### src/rtl/clock_divider_multi.sv
// rtl/clock_divider_multi.sv - multi-channel programmable clock divider with toggle/pulse modes and global resync
module clock_divider_multi #(
    parameter int NUM_CH       = 4,
    parameter int CNT_W        = 25,
    parameter int DEFAULT_DIV  = 12500000,
    parameter int DEFAULT_MODE = 1,
    localparam int CH_W        = (NUM_CH > 1) ? $clog2(NUM_CH) : 1
) (
    input  logic              clk_25MHz,
    input  logic              reset,
    input  logic [NUM_CH-1:0] ch_en,
    input  logic              resync,
    input  logic              cfg_we,
    input  logic [CH_W-1:0]   cfg_ch,
    input  logic [CNT_W-1:0]  cfg_div,
    input  logic              cfg_mode,
    output logic [NUM_CH-1:0] clk_out,
    output logic [NUM_CH-1:0] tick
);

    logic [CNT_W-1:0]  div_r   [NUM_CH];
    logic [CNT_W-1:0]  count_r [NUM_CH];
    logic [NUM_CH-1:0] mode_r;

    // Priority per channel: reset > own config write > resync > counting.
    // Out-of-range cfg_ch never matches any loop index, so such writes are dropped.
    always_ff @(posedge clk_25MHz) begin
        for (int i = 0; i < NUM_CH; i++) begin
            if (reset) begin
                div_r[i]   <= CNT_W'(DEFAULT_DIV);
                mode_r[i]  <= 1'(DEFAULT_MODE);
                count_r[i] <= '0;
                clk_out[i] <= 1'b0;
                tick[i]    <= 1'b0;
            end else if (cfg_we && (int'(cfg_ch) == i)) begin
                div_r[i]   <= cfg_div;
                mode_r[i]  <= cfg_mode;
                count_r[i] <= '0;
                clk_out[i] <= 1'b0;
                tick[i]    <= 1'b0;
            end else if (resync) begin
                count_r[i] <= '0;
                clk_out[i] <= 1'b0;
                tick[i]    <= 1'b0;
            end else if ((div_r[i] == '0) || !ch_en[i]) begin
                tick[i] <= 1'b0;
            end else if (count_r[i] >= (div_r[i] - CNT_W'(1))) begin
                // >= so a shrunk divisor fires on the next cycle instead of wrapping
                count_r[i] <= '0;
                if (mode_r[i]) begin
                    clk_out[i] <= ~clk_out[i];
                end
                tick[i] <= ~mode_r[i];
            end else begin
                count_r[i] <= count_r[i] + CNT_W'(1);
                tick[i]    <= 1'b0;
            end
        end
    end

endmodule

### config.mk
export PLATFORM = sky130hd
export DESIGN_NAME = clock_divider_multi
export DESIGN_NICKNAME = d
export VERILOG_FILES = /design/src/rtl/clock_divider_multi.sv
export SDC_FILE = /design/constraint.sdc
export NUM_CORES = 1
export LEC_CHECK = 0
export CAP_MARGIN = 25
export CORE_ASPECT_RATIO = 0.75
export CORE_MARGIN = 8
export CORE_UTILIZATION = 31
export CTS_CLUSTER_SIZE = 40
export DETAILED_ROUTE_END_ITERATION = 16
export GPL_TIMING_DRIVEN = 0
export SLEW_MARGIN = 15
export SYNTH_ARGS = -nofsm -noshare
export SYNTH_HDL_FRONTEND = slang
export SYNTH_SLANG_ARGS = --single-unit
### constraint.sdc
create_clock -name clk_25MHz -period 7 [get_ports clk_25MHz]
set_clock_uncertainty 0.2 [all_clocks]
set_input_delay 1.4 -clock clk_25MHz [delete_from_list [all_inputs] [get_ports clk_25MHz]]
set_output_delay 1.4 -clock clk_25MHz [all_outputs]
set_load 0.005 [all_outputs]
==> impl_metrics.py <==
metrics = {
    "route": {
        "met2_length_um": 13700,
        "viasPerCell": 4.94,
        "drt_wl_total_um": 31900,
        "drc": 0,
        "wl_per_cell_um": 16.5,
        "highest_layer": "met4",
        "wl_met3_um": 1910,
        "met1_length_um": 15900,
        "via_count": 9573,
        "drtIter0Drc": 827,
        "ant_nets": 0,
        "drt_pass1_iterations": 5,
    },
    "clock_network": {
        "clk_latency_ns": 0.56,
        "cts_hold_buffers": 0,
        "root_buffer": "clkbuf_16",
        "cts_made_buffers": 23,
        "cts_num_sinks": 212,
        "clock_path_buffers": 3,
        "cts_resized": 0,
        "h-tree-depth": 1,
        "path_clk_slew_ns": 0.06,
        "cts_setup_buffers": 0,
        "cts_tree": "built",
    },
    "worst_setup_path": {
        "crit_type": "reg2reg",
        "required_ns": 7.10,
        "crit_path_end_kind": "flop",
        "critical_path_arrival_ns": 5.00,
        "crit_path_max_fanout": 10,
        "cp-start-kind": "flop",
        "worstRegToRegCells": 14,
    },
    "synth": {
        "synth_area_leaders": "edfxtp_1 (45%), ha_1 (10%), xnor2_1 (7.6%), nor2_1 (5.3%), xor2_1 (4.3%)",
        "ys_types": 57,
        "netlist.area_leader.share_pct": 45.2,
        "synthFlopType": "edfxtp_1",
        "syn_area_um2": 13300,
        "yosys.area.top_type": "edfxtp_1",
        "synth.most_common_cell": "edfxtp_1",
        "synth_edf_count": 200,
        "ys_seq_area_share_pct": 47.0,
        "synthCells": 1276,
        "synth-async-reset-ratio_pct": 0,
        "syn_area_per_cell_um2": 10.4,
        "yosysWarnings": 0,
        "synth-seq-cells": 212,
        "syn-num-nets": 1420,
        "synth_common_cells": "edfxtp_1 (200), nor2_1 (188), xnor2_1 (115)",
    },
    "global_routing": {
        "grt_first_pass_wirelength_um": 50900,
        "antenna_found_initial": 7,
        "overflow": 0,
        "grt_pass1_vias": 9278,
        "grt_max_degree": 26,
        "grt_usage_pct": 12.7,
    },
    "placement": {
        "port_buffers": 43,
        "placed_area_um2": 14600,
        "dp_hpwl_um": 24400,
        "routabilityCongestion": 0.794,
    },
    "run_status": {
        "status": "completed",
    },
    "timing": {
        "hold_slack_ns": 0.299,
        "relSlewSlack_pct": 39.1,
        "rsz0062_at_grt": "no",
        "setup_viol_count_final": 0,
        "final_max_slew_viol_count": 0,
        "min_period_over_period_pct": 69.9,
        "max_freq_mhz": 204,
        "period_needed_ns": 4.89,
        "tns_ns": 0,
        "worstMarginPinSlew_ns": 0.911,
        "finalHoldViolations": 0,
    },
    "floorplanning": {
        "rows": 65,
        "dieArea_um2": 49800,
        "ios": 44,
        "start_util_pct": 31.5,
        "core-area_um2": 42100,
        "die_w_um": 255,
        "die-height_um": 195,
    },
    "layout": {
        "nNetsFinal": 1495,
        "drive_above_1_share_pct": 5.12,
        "nFillCells": 4209,
        "syn_to_final_growth_pct": 15.5,
        "antenna_cells": 0,
        "final_cell_area_um2": 15300,
    },
    "power": {
        "irDropWorstVdd_uv": 165,
        "power_per_cell_area_nw_per_um2": 203,
        "leakage_nw": 5.30,
        "power_mw": 3.12,
    },
    "worst_hold_path": {
        "hold_path_depth": 2,
        "hold_class": "reg2reg",
    },
    "job": {
        "cap_viol_max_count": 0,
    },
}
-- per-layer routing --
| metal | up-vias | track usage [%] |
|---|---|---|
| li1 | 4742 | - |
| met1 | 4596 | 19.0 |
| met2 | 209 | 19.1 |
| met3 | 26 | 2.35 |
| met4 | 0 | 1.81 |
| met5 | - | 0 |
-- layout make-up --
type                    instances  area [µm²]  area share, %
inverters                      39         146          0.954
clock buffers                  31         646           4.21
clock inverters                11         118          0.767
multi-input cells             999        6760           44.1
flip-flops and latches        212        6250           40.7
repair buffers                 50         574           3.74
plain buffers                  26         138          0.897
well taps                     569         712           4.64
-- power by group --
group          switching (mW)  leakage [nW]  total (mW)  internal [mW]
sequential             0.0808          2.25        1.54           1.46
combinational           0.180          2.67       0.325          0.145
clock                   0.530         0.382        1.25          0.724
total                   0.790          5.30        3.12           2.33
-- cells in the final DEF (no fill, tap or decap), types with 7 or more instances in the layout --
master / count
or3_1: 33
nand2_1: 83
clkdlybuf4s50_1: 43
xor2_1: 65
nand4_1: 38
nor4_1: 22
clkbuf_1: 19
buf_2: 8
nand2b_1: 41
o21ai_0: 18
xnor2_1: 115
or2_2: 8
and3_1: 18
or4_1: 13
nor3b_1: 10
dfxtp_1: 12
a21oi_1: 35
clkbuf_16: 23
nor2_1: 188
ha_1: 108
and4_1: 7
nor3_1: 36
and2_1: 57
o211ai_1: 9
edfxtp_1: 200
nand3_1: 38
inv_1: 39
-- final timing paths --
path / startpoint / endpoint / slack [ns]
worst max register to register: div_r[0][9] / count_r[0][17] / 2.11
worst max-delay path: div_r[0][9] / count_r[0][17] / 2.11
worst min register to register: clk_out[1] / clk_out[1] / 0.30
worst min-delay path: clk_out[1] / clk_out[1] / 0.30
-- through the flow --
stage / std cells / utilization [%] / setup WS [ns]
after CTS: 1935 / 36.3 / 2.12
after detailed placement: 1893 / 34.5 / 2.13
after floorplan: 1276 / - / 2.76
after global routing: 1937 / 36.4 / 1.73
final: 1937 / 36.4 / 2.11
after global placement: 1888 / 34.2 / 1.63
-- flip-flops by register name, indices dropped and copies added (netlist names) --
signal and flops:
count_r 100, div_r 100, clk_out 4, tick 4, mode_r 4
-- critical path, stage by stage (launching register included) --
cell,delay (ns)
edfxtp_1,0.45
or4_1,0.58
or4_4,0.49
or3_1,0.39
or3_1,0.40
xor2_1,0.17
ha_1,0.29
nand4_1,0.13
nor3_1,0.38
a41oi_1,0.23
o211ai_1,0.24
or3_1,0.18
buf_2,0.18
buf_2,0.26
nor2_1,0.08
-- kinds of logic (layout without fill, tap and decap cells) --
family / after synthesis / in the layout / share of synthesized area (%)
AO/OA/AOI/OAI: 94 / 94 / 4.67
XOR/XNOR: 180 / 180 / 11.9
adder cells (fa/ha/maj): 108 / 108 / 10.2
buffers and inverters: 65 / 157 / 2.14
flip-flops: 212 / 212 / 47.0
multiplexers: 2 / 2 / 0.151
AND/OR/NAND/NOR: 615 / 615 / 24.0
(Power assumes the default switching activity.)
